--- src/rtl/edge_evt_pkg.sv ---
// Shared types and sizing helpers for the edge event arbiter.
package edge_evt_pkg;

  localparam int N_CH_DEF = 4;
  localparam int TS_W_DEF = 16;

  typedef enum logic {
    IDLE    = 1'b0,
    PRESENT = 1'b1
  } state_e;

  function automatic int id_w(input int n);
    return (n <= 2) ? 1 : $clog2(n);
  endfunction

endpackage

--- src/rtl/edge_event_arbiter_rr_pick.sv ---
// Round-robin picker: first set request strictly after last_i, wrapping; purely combinational.
module rr_pick
  import edge_evt_pkg::*;
#(
  parameter int N_CH = N_CH_DEF,
  parameter int ID_W = id_w(N_CH)
) (
  input  logic [N_CH-1:0] req_i,
  input  logic [ID_W-1:0] last_i,
  output logic [ID_W-1:0] idx_o,
  output logic            found_o
);

  logic [2*N_CH-1:0] dbl;
  logic [N_CH-1:0]   rot;
  logic [ID_W:0]     sh;
  int                ch;

  // rot[k] is the request of channel (last_i + 1 + k) mod N_CH
  always_comb begin
    sh      = {1'b0, last_i} + (ID_W + 1)'(1);
    dbl     = {req_i, req_i} >> sh;
    rot     = dbl[N_CH-1:0];
    idx_o   = '0;
    found_o = 1'b0;
    ch      = 0;
    for (int k = 0; k < N_CH; k++) begin
      if (!found_o && rot[k]) begin
        found_o = 1'b1;
        ch      = int'(last_i) + 1 + k;
        if (ch >= N_CH) ch = ch - N_CH;
        idx_o   = ID_W'(ch);
      end
    end
  end

endmodule

--- src/rtl/edge_event_arbiter.sv ---
// Queues one pending event per channel and serialises them round-robin over valid/ready; rise->valid 2 cycles min,
// back-to-back grants while ready is high, holds ev_ch while stalled. Optional ev_ts via EDGE_EVT_TIMESTAMP_EN.
module edge_event_arbiter
  import edge_evt_pkg::*;
#(
  parameter int N_CH = N_CH_DEF
`ifdef EDGE_EVT_TIMESTAMP_EN
  , parameter int TS_W = TS_W_DEF
`endif
) (
  input  logic                    clk,
  input  logic                    reset,
  input  logic [N_CH-1:0]         rise_in,
  output logic                    ev_valid,
  input  logic                    ev_ready,
  output logic [id_w(N_CH)-1:0]   ev_ch,
  output logic [N_CH-1:0]         pending,
  output logic [N_CH-1:0]         overrun,
  input  logic [N_CH-1:0]         ovr_clr
`ifdef EDGE_EVT_TIMESTAMP_EN
  , output logic [TS_W-1:0]       ev_ts
`endif
);

  localparam int ID_W = id_w(N_CH);

  state_e          state_q, state_d;
  logic [N_CH-1:0] pend_q, pend_d;
  logic [N_CH-1:0] ovr_q, ovr_d;
  logic [N_CH-1:0] gnt_mask;
  logic [ID_W-1:0] ch_q, ch_d;
  logic [ID_W-1:0] last_q, last_d;
  logic [ID_W-1:0] pick_idx;
  logic            pick_found;
  logic            grant;

  rr_pick #(
    .N_CH (N_CH),
    .ID_W (ID_W)
  ) u_pick (
    .req_i   (pend_q),
    .last_i  (last_q),
    .idx_o   (pick_idx),
    .found_o (pick_found)
  );

  // In PRESENT a new grant only happens on the handshake edge
  assign grant    = pick_found && ((state_q == IDLE) || ev_ready);
  assign gnt_mask = grant ? (N_CH'(1) << pick_idx) : '0;

  always_comb begin
    pend_d = (pend_q & ~gnt_mask) | rise_in;
    ovr_d  = (ovr_q & ~ovr_clr) | (rise_in & pend_q & ~gnt_mask);
    ch_d   = grant ? pick_idx : ch_q;
    last_d = grant ? pick_idx : last_q;
  end

  always_ff @(posedge clk or posedge reset) begin
    if (reset) begin
      state_q <= IDLE;
      pend_q  <= '0;
      ovr_q   <= '0;
      ch_q    <= '0;
      last_q  <= ID_W'(N_CH - 1);
    end else begin
      state_q <= state_d;
      pend_q  <= pend_d;
      ovr_q   <= ovr_d;
      ch_q    <= ch_d;
      last_q  <= last_d;
    end
  end

  always_comb begin
    state_d = state_q;
    case (state_q)
      IDLE:    if (pick_found) state_d = PRESENT;
      PRESENT: if (ev_ready && !pick_found) state_d = IDLE;
      default: state_d = IDLE;
    endcase
  end

  always_comb begin
    ev_valid = (state_q == PRESENT);
    ev_ch    = ch_q;
    pending  = pend_q;
    overrun  = ovr_q;
  end

`ifdef EDGE_EVT_TIMESTAMP_EN
  logic [TS_W-1:0] cnt_q;
  logic [TS_W-1:0] ts_out_q;
  logic [TS_W-1:0] ts_q [N_CH];

  // A stamp is taken only when pending goes 0->1, so the oldest event time survives overruns
  always_ff @(posedge clk or posedge reset) begin
    if (reset) begin
      cnt_q    <= '0;
      ts_out_q <= '0;
      for (int i = 0; i < N_CH; i++) ts_q[i] <= '0;
    end else begin
      cnt_q <= cnt_q + TS_W'(1);
      for (int i = 0; i < N_CH; i++) begin
        if (rise_in[i] && !pend_q[i]) ts_q[i] <= cnt_q;
      end
      if (grant) ts_out_q <= ts_q[pick_idx];
    end
  end

  assign ev_ts = ts_out_q;
`endif

endmodule
--- config.mk ---
export PLATFORM = sky130hd
export DESIGN_NAME = edge_event_arbiter
export DESIGN_NICKNAME = d
export VERILOG_FILES = /design/src/rtl/edge_evt_pkg.sv /design/src/rtl/edge_event_arbiter_rr_pick.sv /design/src/rtl/edge_event_arbiter.sv
export SDC_FILE = /design/constraint.sdc
export NUM_CORES = 1
export LEC_CHECK = 0
export CORE_MARGIN = 3
export CORE_UTILIZATION = 47
export CTS_BUF_LIST = sky130_fd_sc_hd__clkbuf_4
export DETAILED_ROUTE_END_ITERATION = 6
export HOLD_SLACK_MARGIN = 0.15
export PLACE_DENSITY = 0.79
export SYNTH_ARGS = -nofsm -noshare
export SYNTH_HDL_FRONTEND = slang
export SYNTH_SLANG_ARGS = --single-unit
--- constraint.sdc ---
create_clock -name clk -period 1.8 [get_ports clk]
set_input_delay 0.27 -clock clk [delete_from_list [all_inputs] [get_ports clk]]
set_output_delay 0.27 -clock clk [all_outputs]
set_load 0.01 [all_outputs]
==> results.cfg, run 1 <==
[worst_setup_path]
start_kind = flop
crit_family = buffers and inverters
crit_path_top_delay_cell = clkdlybuf4s50_1
worstRegToRegCells = 4
timing.critical_path.buf_inv = 1
rr_endpoint = ev_ch[1]
max_stage_delay_ps = 590
path_class = flop to output pin
required_ps = 1530
arrival_ps = 1380
r2r-start = pending[0]
ff2ff_setup_slack_ps = 320
cp-end-kind = output pin
path_max_fanout = 10
cp_cell_sequence = clkdlybuf4s50_1

[grt]
grt_pass1_wl_um = 2684
grt_overflow = 0
grt_antenna_before_repair = 0
grt_use_total_pct = 18.47
grt_start_max_net_pins = 14
grt_pass1_vias = 640

[routing]
drt_wl_total_um = 1571
vias_per_cell = 5.752
wl_per_cell_um = 13.90
drc = 0
num_vias = 650
drt_first_pass_iters = 4
ant_nets = 0
drtIter0Drc = 14

[sta]
fin_crit_ps = 1649
tightestPinTransition_ps = 511.2
finalClockSkew_ps = 4.479
finalCritPeriodShare_pct = 91.60
slew_headroom_pct = 65.88
drv_slew = 0
rsz0062_at_grt = no
setup-violations-final = 0
hold_ws_ps = 309.1
maxClockFrequency_mhz = 606.5
layout_setup_ws_ps = 151.2
hold_viol_final = 0
final.setup.tns_ps = 0

[power]
p_leak_uw = 0.0003933
ir_worst_vdd_uv = 921.5
power_density_nw_per_um2 = 1754

[layout]
fillerInstances = 103
fin_cells = 113
nets = 110
mostFrequentLayoutCell = clkdlybuf4s50_1
area_delta_synth_final_pct = 35.80
diodes = 0
drive_gt1_share_pct = 13.27
mostFrequentLayoutCells = 21 x clkdlybuf4s50_1, 11 x dfrtp_1, 9 x nor2_1

[placed_design]
place_inst = 109
place_congestion = 0.7868
preCtsSetupSlack_ps = 188.5
port_buffers = 21
dp_hpwl_um = 1188

[logic_synthesis]
syn_nets = 85
yosys_warnings = 0
syn_inst = 74
syn_area_sq_um = 709.4
syn_area_per_cell_sq_um = 9.587
yosysUniqueCellTypes = 29
synth-seq-cells = 13
yosysSeqAreaShare_pct = 46.21

[cts]
h-tree-depth = 1
numCtsBuffers = 3
clock_latency_ps = 280
clock_path_buffers = 2
cts_tree = built
clock-sinks = 13
cts_resized = 0
cts_hold_buf = 0
post-cts-setup-buffer-count = 0
clkTransAtPathRegs_ps = 80
cts_root_buffer = clkbuf_4

[floorplan]
core-area_sq_um = 1350
die_area_sq_um = 2012
rows = 13
start_util_pct = 52.55
die_h_um = 44.85
ioPinCount = 22
die_x_um = 44.85

[worst_hold_path]
hold_class = input pin to asynchronous set/reset pin

[flow_run]
drv_cap = 0

[outcome]
status = finished, final reports clean
-- routing by layer --
layer	part of all wire (%)	up-vias	global-route usage (%)
li1	-	312	-
met4	1.9	0	10.53
met1	44	305	25.51
met5	0	-	0
met3	7.1	5	2.390
met2	47	28	27.79
-- area by class of cell --
cell class	count	area [sq um]	area share, %
inverters	5	18.77	1.948
repair buffers	21	210.2	21.82
flip-flops and latches	13	327.8	34.03
multi-input cells	55	357.8	37.14
clock buffers	4	30.03	3.117
well taps	15	18.77	1.948
-- through the flow --
stage	area [sq um]	power [uW]	util (%)
after floorplan	709.4	1137	-
after global placement	933.4	1481	69.14
after detailed placement	933.4	1497	69.14
after CTS	963.4	1700	71.36
after global routing	963.4	1825	71.36
final	963.4	1690	71.36
-- worst max-delay path by stage --
stage          slack, ps  startpoint  cells past startpoint    endpoint
3_5_place_dp         190    ev_ready                      5  overrun[0]
6_report             150  pending[3]                      1  pending[3]
3_3_place_gp         230    ev_ready                      5  overrun[0]
2_1_floorplan        450  pending[3]                      5  overrun[0]
4_1_cts              140  pending[3]                      1  pending[3]
5_1_grt               80  pending[3]                      1  pending[3]
-- cell usage after synthesis --
cell / number / share of area [%]
a21oi_1: 6 / 4.2
a41oi_2: 1 / 2.3
nor3b_4: 1 / 2.6
mux2i_1: 1 / 1.4
and2_2: 1 / 1.1
nand2_1: 6 / 3.2
o21bai_2: 1 / 1.6
o21ai_1: 1 / 0.70
nor2_1: 9 / 4.8
o21a_1: 2 / 2.1
inv_1: 5 / 2.6
o22a_1: 1 / 1.2
nand2b_1: 4 / 3.5
o211ai_1: 3 / 3.2
nor3_1: 1 / 0.70
nand3_1: 1 / 0.70
nand2b_4: 1 / 1.9
a31o_2: 1 / 1.2
o2bb2ai_2: 1 / 2.1
o21ai_0: 3 / 2.1
buf_2: 1 / 0.70
dfstp_2: 2 / 7.4
o22ai_1: 1 / 0.88
dfrtp_1: 11 / 39
a31oi_1: 2 / 1.8
o32a_1: 1 / 1.4
a21o_1: 1 / 1.1
nor2b_1: 4 / 3.5
a21boi_1: 1 / 1.1
-- cell families (layout without fill, tap and decap cells) --
group | count (synthesis) | after routing | share of synthesized area (%)
muxes | 1 | 1 | 1.411
and+or+nand+nor | 28 | 28 | 22.04
buffers and inverters | 6 | 30 | 3.351
DFF | 13 | 13 | 46.21
AOI/OAI and AO/OA | 26 | 26 | 26.98
-- flip-flops by register name, summed over array words and instances, names as in the netlist --
name	count
ev_valid	1
last_q	2
pending	4
overrun	4
ev_ch	2
-- report_power, final --
group | internal, uW | switching (uW)
logic | 468 | 424
registers | 440 | 159
clock network | 101 | 97.4
total | 1010 | 680
Note: power is estimated with default switching activity, not from simulation.
==> inputs of run 2 (changes only) <==
- PLACE_DENSITY: 0.79 -> default
- PLACE_DENSITY_LB_ADDON: default -> 0.12
==> run 2 against run 1 <==
Against the previous run: combinational power grew 0.7%; clock power hardly changed; maximum frequency is 1.0% higher; die area unchanged; sequential cell count is the same; largest cell class unchanged; highest routed layer unchanged.
==> results.cfg, run 2 (synthesis results as in run 1) <==
[floorplan]
die_h_um = 44.85
rows = 13
start_util_pct = 52.55
ioPinCount = 22
die_x_um = 44.85
die_area_sq_um = 2012
core-area_sq_um = 1350

[placed_design]
place_inst = 109
place_congestion = 0.8051
place_area_sq_um = 933.4
dp_hpwl_um = 1183
port_buffers = 21
preCtsSetupSlack_ps = 166.1

[routing]
num_vias = 635
drt_wl_total_um = 1630
drt_first_pass_iters = 6
vias_per_cell = 5.619
drtIter0Drc = 18
wl_per_cell_um = 14.42
drc = 0
ant_nets = 0

[worst_setup_path]
crit_path_top_delay_cell = clkdlybuf4s50_1
path_class = flop to output pin
start_kind = flop
path_max_fanout = 10
rr_endpoint = ev_ch[1]
r2r-start = pending[0]
cp_cell_sequence = clkdlybuf4s50_1
timing.critical_path.buf_inv = 1
ff2ff_setup_slack_ps = 300
required_ps = 1530
arrival_ps = 1360
max_stage_delay_ps = 590
worstRegToRegCells = 4
cp-end-kind = output pin
crit_family = buffers and inverters

[sta]
setup-violations-final = 0
hold_viol_final = 0
layout_setup_ws_ps = 168.3
rsz0062_at_grt = no
finalCritPeriodShare_pct = 90.65
drv_slew = 0
slew_headroom_pct = 66.45
finalClockSkew_ps = 2.349
maxClockFrequency_mhz = 612.8
tightestPinTransition_ps = 502.7
final.setup.tns_ps = 0
fin_crit_ps = 1632

[layout]
fin_cells = 113
drive_gt1_share_pct = 13.27
mostFrequentLayoutCells = 21 x clkdlybuf4s50_1, 11 x dfrtp_1, 9 x nor2_1
mostFrequentLayoutCell = clkdlybuf4s50_1
fillerInstances = 106
final_util_pct = 71.36
design_area_sq_um = 963.4
nets = 110
diodes = 0
area_delta_synth_final_pct = 35.80

[cts]
clock-sinks = 13
cts_tree = built
numCtsBuffers = 3
post-cts-setup-buffer-count = 0
cts_resized = 0
h-tree-depth = 1
clock_path_buffers = 2
clock_latency_ps = 280
cts_hold_buf = 0
clkTransAtPathRegs_ps = 80
cts_root_buffer = clkbuf_4

[power]
ir_worst_vdd_uv = 884.2
p_leak_uw = 0.0003933
power_density_nw_per_um2 = 1762

[grt]
grt_antenna_before_repair = 0
grt_overflow = 0
grt_pass1_vias = 622
grt_start_max_net_pins = 14
grt_use_total_pct = 18.57
grt_pass1_wl_um = 2704

[worst_hold_path]
hold_class = input pin to asynchronous set/reset pin

[outcome]
status = finished, final reports clean

[flow_run]
drv_cap = 0
[run 2: worst max path at each step]
stage               slack (ps)         end       start  depth (start not counted)
detailed placement         170  overrun[0]    ev_ready                          5
global placement           230  overrun[0]    ev_ready                          5
finish                     170  pending[3]  pending[3]                          1
CTS                        170  pending[3]  pending[3]                          1
floorplan                  450  overrun[0]  pending[3]                          5
global route                90  pending[0]  pending[0]                          1
[run 2: report_power, final]
group,leakage [uW],switching [uW],internal [uW]
sequential,0.000135,159,440
clock,0.0000184,99.2,101
combinational,0.000240,431,468
[run 2: cell type report]
type / count / area [sq um] / share of cell area [%]
Inverter: 5 / 18.77 / 1.948
Tap cell: 15 / 18.77 / 1.948
Timing Repair Buffer: 21 / 210.2 / 21.82
Sequential cell: 13 / 327.8 / 34.03
Multi-Input combinational cell: 55 / 357.8 / 37.14
Clock buffer: 4 / 30.03 / 3.117
[run 2: metal layers]
layer,up-vias,track usage (%),wire [um]
met5,-,0,0
met4,0,7.018,14
met3,3,5.578,107
met2,23,28.08,757
met1,296,25.00,751
li1,313,-,-
[run 2: stage by stage]
step | hold WS, ps | total power [uW]
after global placement | 483.7 | 1477
after global routing | 350.8 | 1816
final | 308.3 | 1698
after floorplan | 145.5 | 1137
after detailed placement | 485.5 | 1491
after CTS | 326.6 | 1701
==> inputs of run 3 (changes only) <==
- CORE_UTILIZATION: 47 -> 42
- clock period: 1.8 -> 1.43 ns (I/O delays scaled with it)
==> run 3 against run 2 <==
Against the previous run: critical path depth grew 4; core utilization fell by 1.2 points; via count is 5.2% higher; die area up 10%; first-iteration DRC count is 67% lower; clock power rose by 27%; worst setup slack got worse by 150 ps; hold slack worse by 59 ps; combinational power up 61%; cell count grew 12%; non-clock buffer count is 12 higher; clock skew is essentially flat; largest cell class unchanged.
==> results.cfg, run 3 (synthesis results as in run 1) <==
[cts]
cts_tree = built
clock-sinks = 13
clock_path_buffers = 2
h-tree-depth = 1
cts_root_buffer = clkbuf_4
clkTransAtPathRegs_ps = 80
numCtsBuffers = 3
cts_hold_buf = 0
clock_latency_ps = 280

[layout]
diodes = 0
design_area_sq_um = 1082
drive_gt1_share_pct = 30.91
fillerInstances = 136
area_delta_synth_final_pct = 52.56
final_util_pct = 70.21
mostFrequentLayoutCells = 16 x clkdlybuf4s50_1, 12 x buf_4, 8 x nor2_1
nets = 122
mostFrequentLayoutCell = clkdlybuf4s50_1

[worst_setup_path]
rr_endpoint = pending[2]
crit_path_top_delay_cell = dfstp_2
worstRegToRegCells = 5
required_ps = 1590
timing.critical_path.buf_inv = 1
cp_cell_sequence = buf_4 > a21boi_1 > o21bai_2 > nor3b_4 > a21oi_1
crit_family = flip-flops
max_stage_delay_ps = 560
path_max_fanout = 5
arrival_ps = 1570
path_class = flop to flop
ff2ff_setup_slack_ps = 10
cp-end-kind = flop
start_kind = flop
r2r-start = last_q[1]

[flow_run]
drv_cap = 0

[grt]
grt_antenna_before_repair = 0
grt_start_max_net_pins = 14
grt_pass1_wl_um = 2870
grt_overflow = 0
grt_use_total_pct = 18.93
grt_pass1_vias = 608

[sta]
maxClockFrequency_mhz = 706.5
finalCritPeriodShare_pct = 98.99
finalClockSkew_ps = 2.535
fin_crit_ps = 1415
hold_viol_final = 0
drv_slew = 0
hold_ws_ps = 249.5
setup-violations-final = 0
layout_setup_ws_ps = 14.50
tightestPinTransition_ps = 500.2
rsz0062_at_grt = yes
slew_headroom_pct = 66.61

[routing]
ant_nets = 0
vias_per_cell = 5.302
num_vias = 668
drtIter0Drc = 6
drt_wl_total_um = 1789
drt_first_pass_iters = 4
drc = 0
wl_per_cell_um = 14.20

[floorplan]
core-area_sq_um = 1541
ioPinCount = 22
die_x_um = 47.10
die_area_sq_um = 2218
start_util_pct = 46.02
rows = 14
die_h_um = 47.10

[power]
power_density_nw_per_um2 = 2213
p_leak_uw = 0.0004578
ir_worst_vdd_uv = 1349

[placed_design]
place_area_sq_um = 979.7
preCtsSetupSlack_ps = -54.41
dp_hpwl_um = 1280
port_buffers = 21
place_congestion = 0.7892

[worst_hold_path]
hold_class = input pin to asynchronous set/reset pin

[outcome]
status = finished, final reports clean
-- run 3: cell count changes in the layout (fill, tap and decap cells not counted), moves of 2 or more --
cell and delta:
buf_4 +12, clkdlybuf4s50_1 -5, dfrtp_1 -4, dfrtp_2 +4
dlygate4sd2_1 +2, dlymetal6s2s_1 +3, o21ai_0 -2
-- run 3: layout make-up --
class	count	area, sq um	area share, %
repair buffers	33	305.3	28.21
flip-flops and latches	13	332.8	30.75
multi-input cells	55	375.4	34.68
inverters	5	18.77	1.734
clock buffers	4	30.03	2.775
well taps	16	20.02	1.850
-- run 3: power by group --
part	internal [uW]	switching (uW)	total, uW
Sequential	564	128	692
Combinational	749	700	1450
Clock	127	127	254
Total	1440	955	2390
-- run 3: timing repair --
action | CTS | global route
setup buffers | 6 | 0
resized for setup | 7 | 9
endpoints found under the hold margin | 0 | 0
pin swaps | 2 | 4
endpoints found under the setup margin | 11 | 14
-- run 3: worst reg2reg max path, cell delays in order, from the launching register on --
cell,delay [ps]
dfstp_2,560
buf_4,110
a21boi_1,70
o21bai_2,140
nor3b_4,290
a21oi_1,120
-- run 3: worst max-delay path by stage --
stage | startpoint | endpoint | slack (ps) | cells after the start
floorplan | pending[3] | overrun[0] | 80 | 5
global placement | ev_ready | overrun[0] | -30 | 5
detailed placement | ev_ready | pending[2] | -50 | 5
CTS | pending[2] | pending[2] | 0.4 | 1
global route | last_q[1] | overrun[3] | -50 | 5
finish | last_q[1] | pending[2] | 10 | 5
-- run 3: metrics by stage --
step | setup TNS [ps] | cells | total power, uW
detailed placement | -208.7 | 116 | 1959
floorplan | 0 | 74 | 1431
global placement | -129.7 | 116 | 1929
finish | 0 | 126 | 2395
global route | -255.2 | 126 | 2568
CTS | 0 | 126 | 2352
-- run 3: routing by layer --
layer,wire [um],vias up,track usage [%]
met4,40,0,9.945
met5,0,-,0
met2,829,12,27.91
li1,-,337,-
met1,859,314,26.78
met3,60,5,2.682
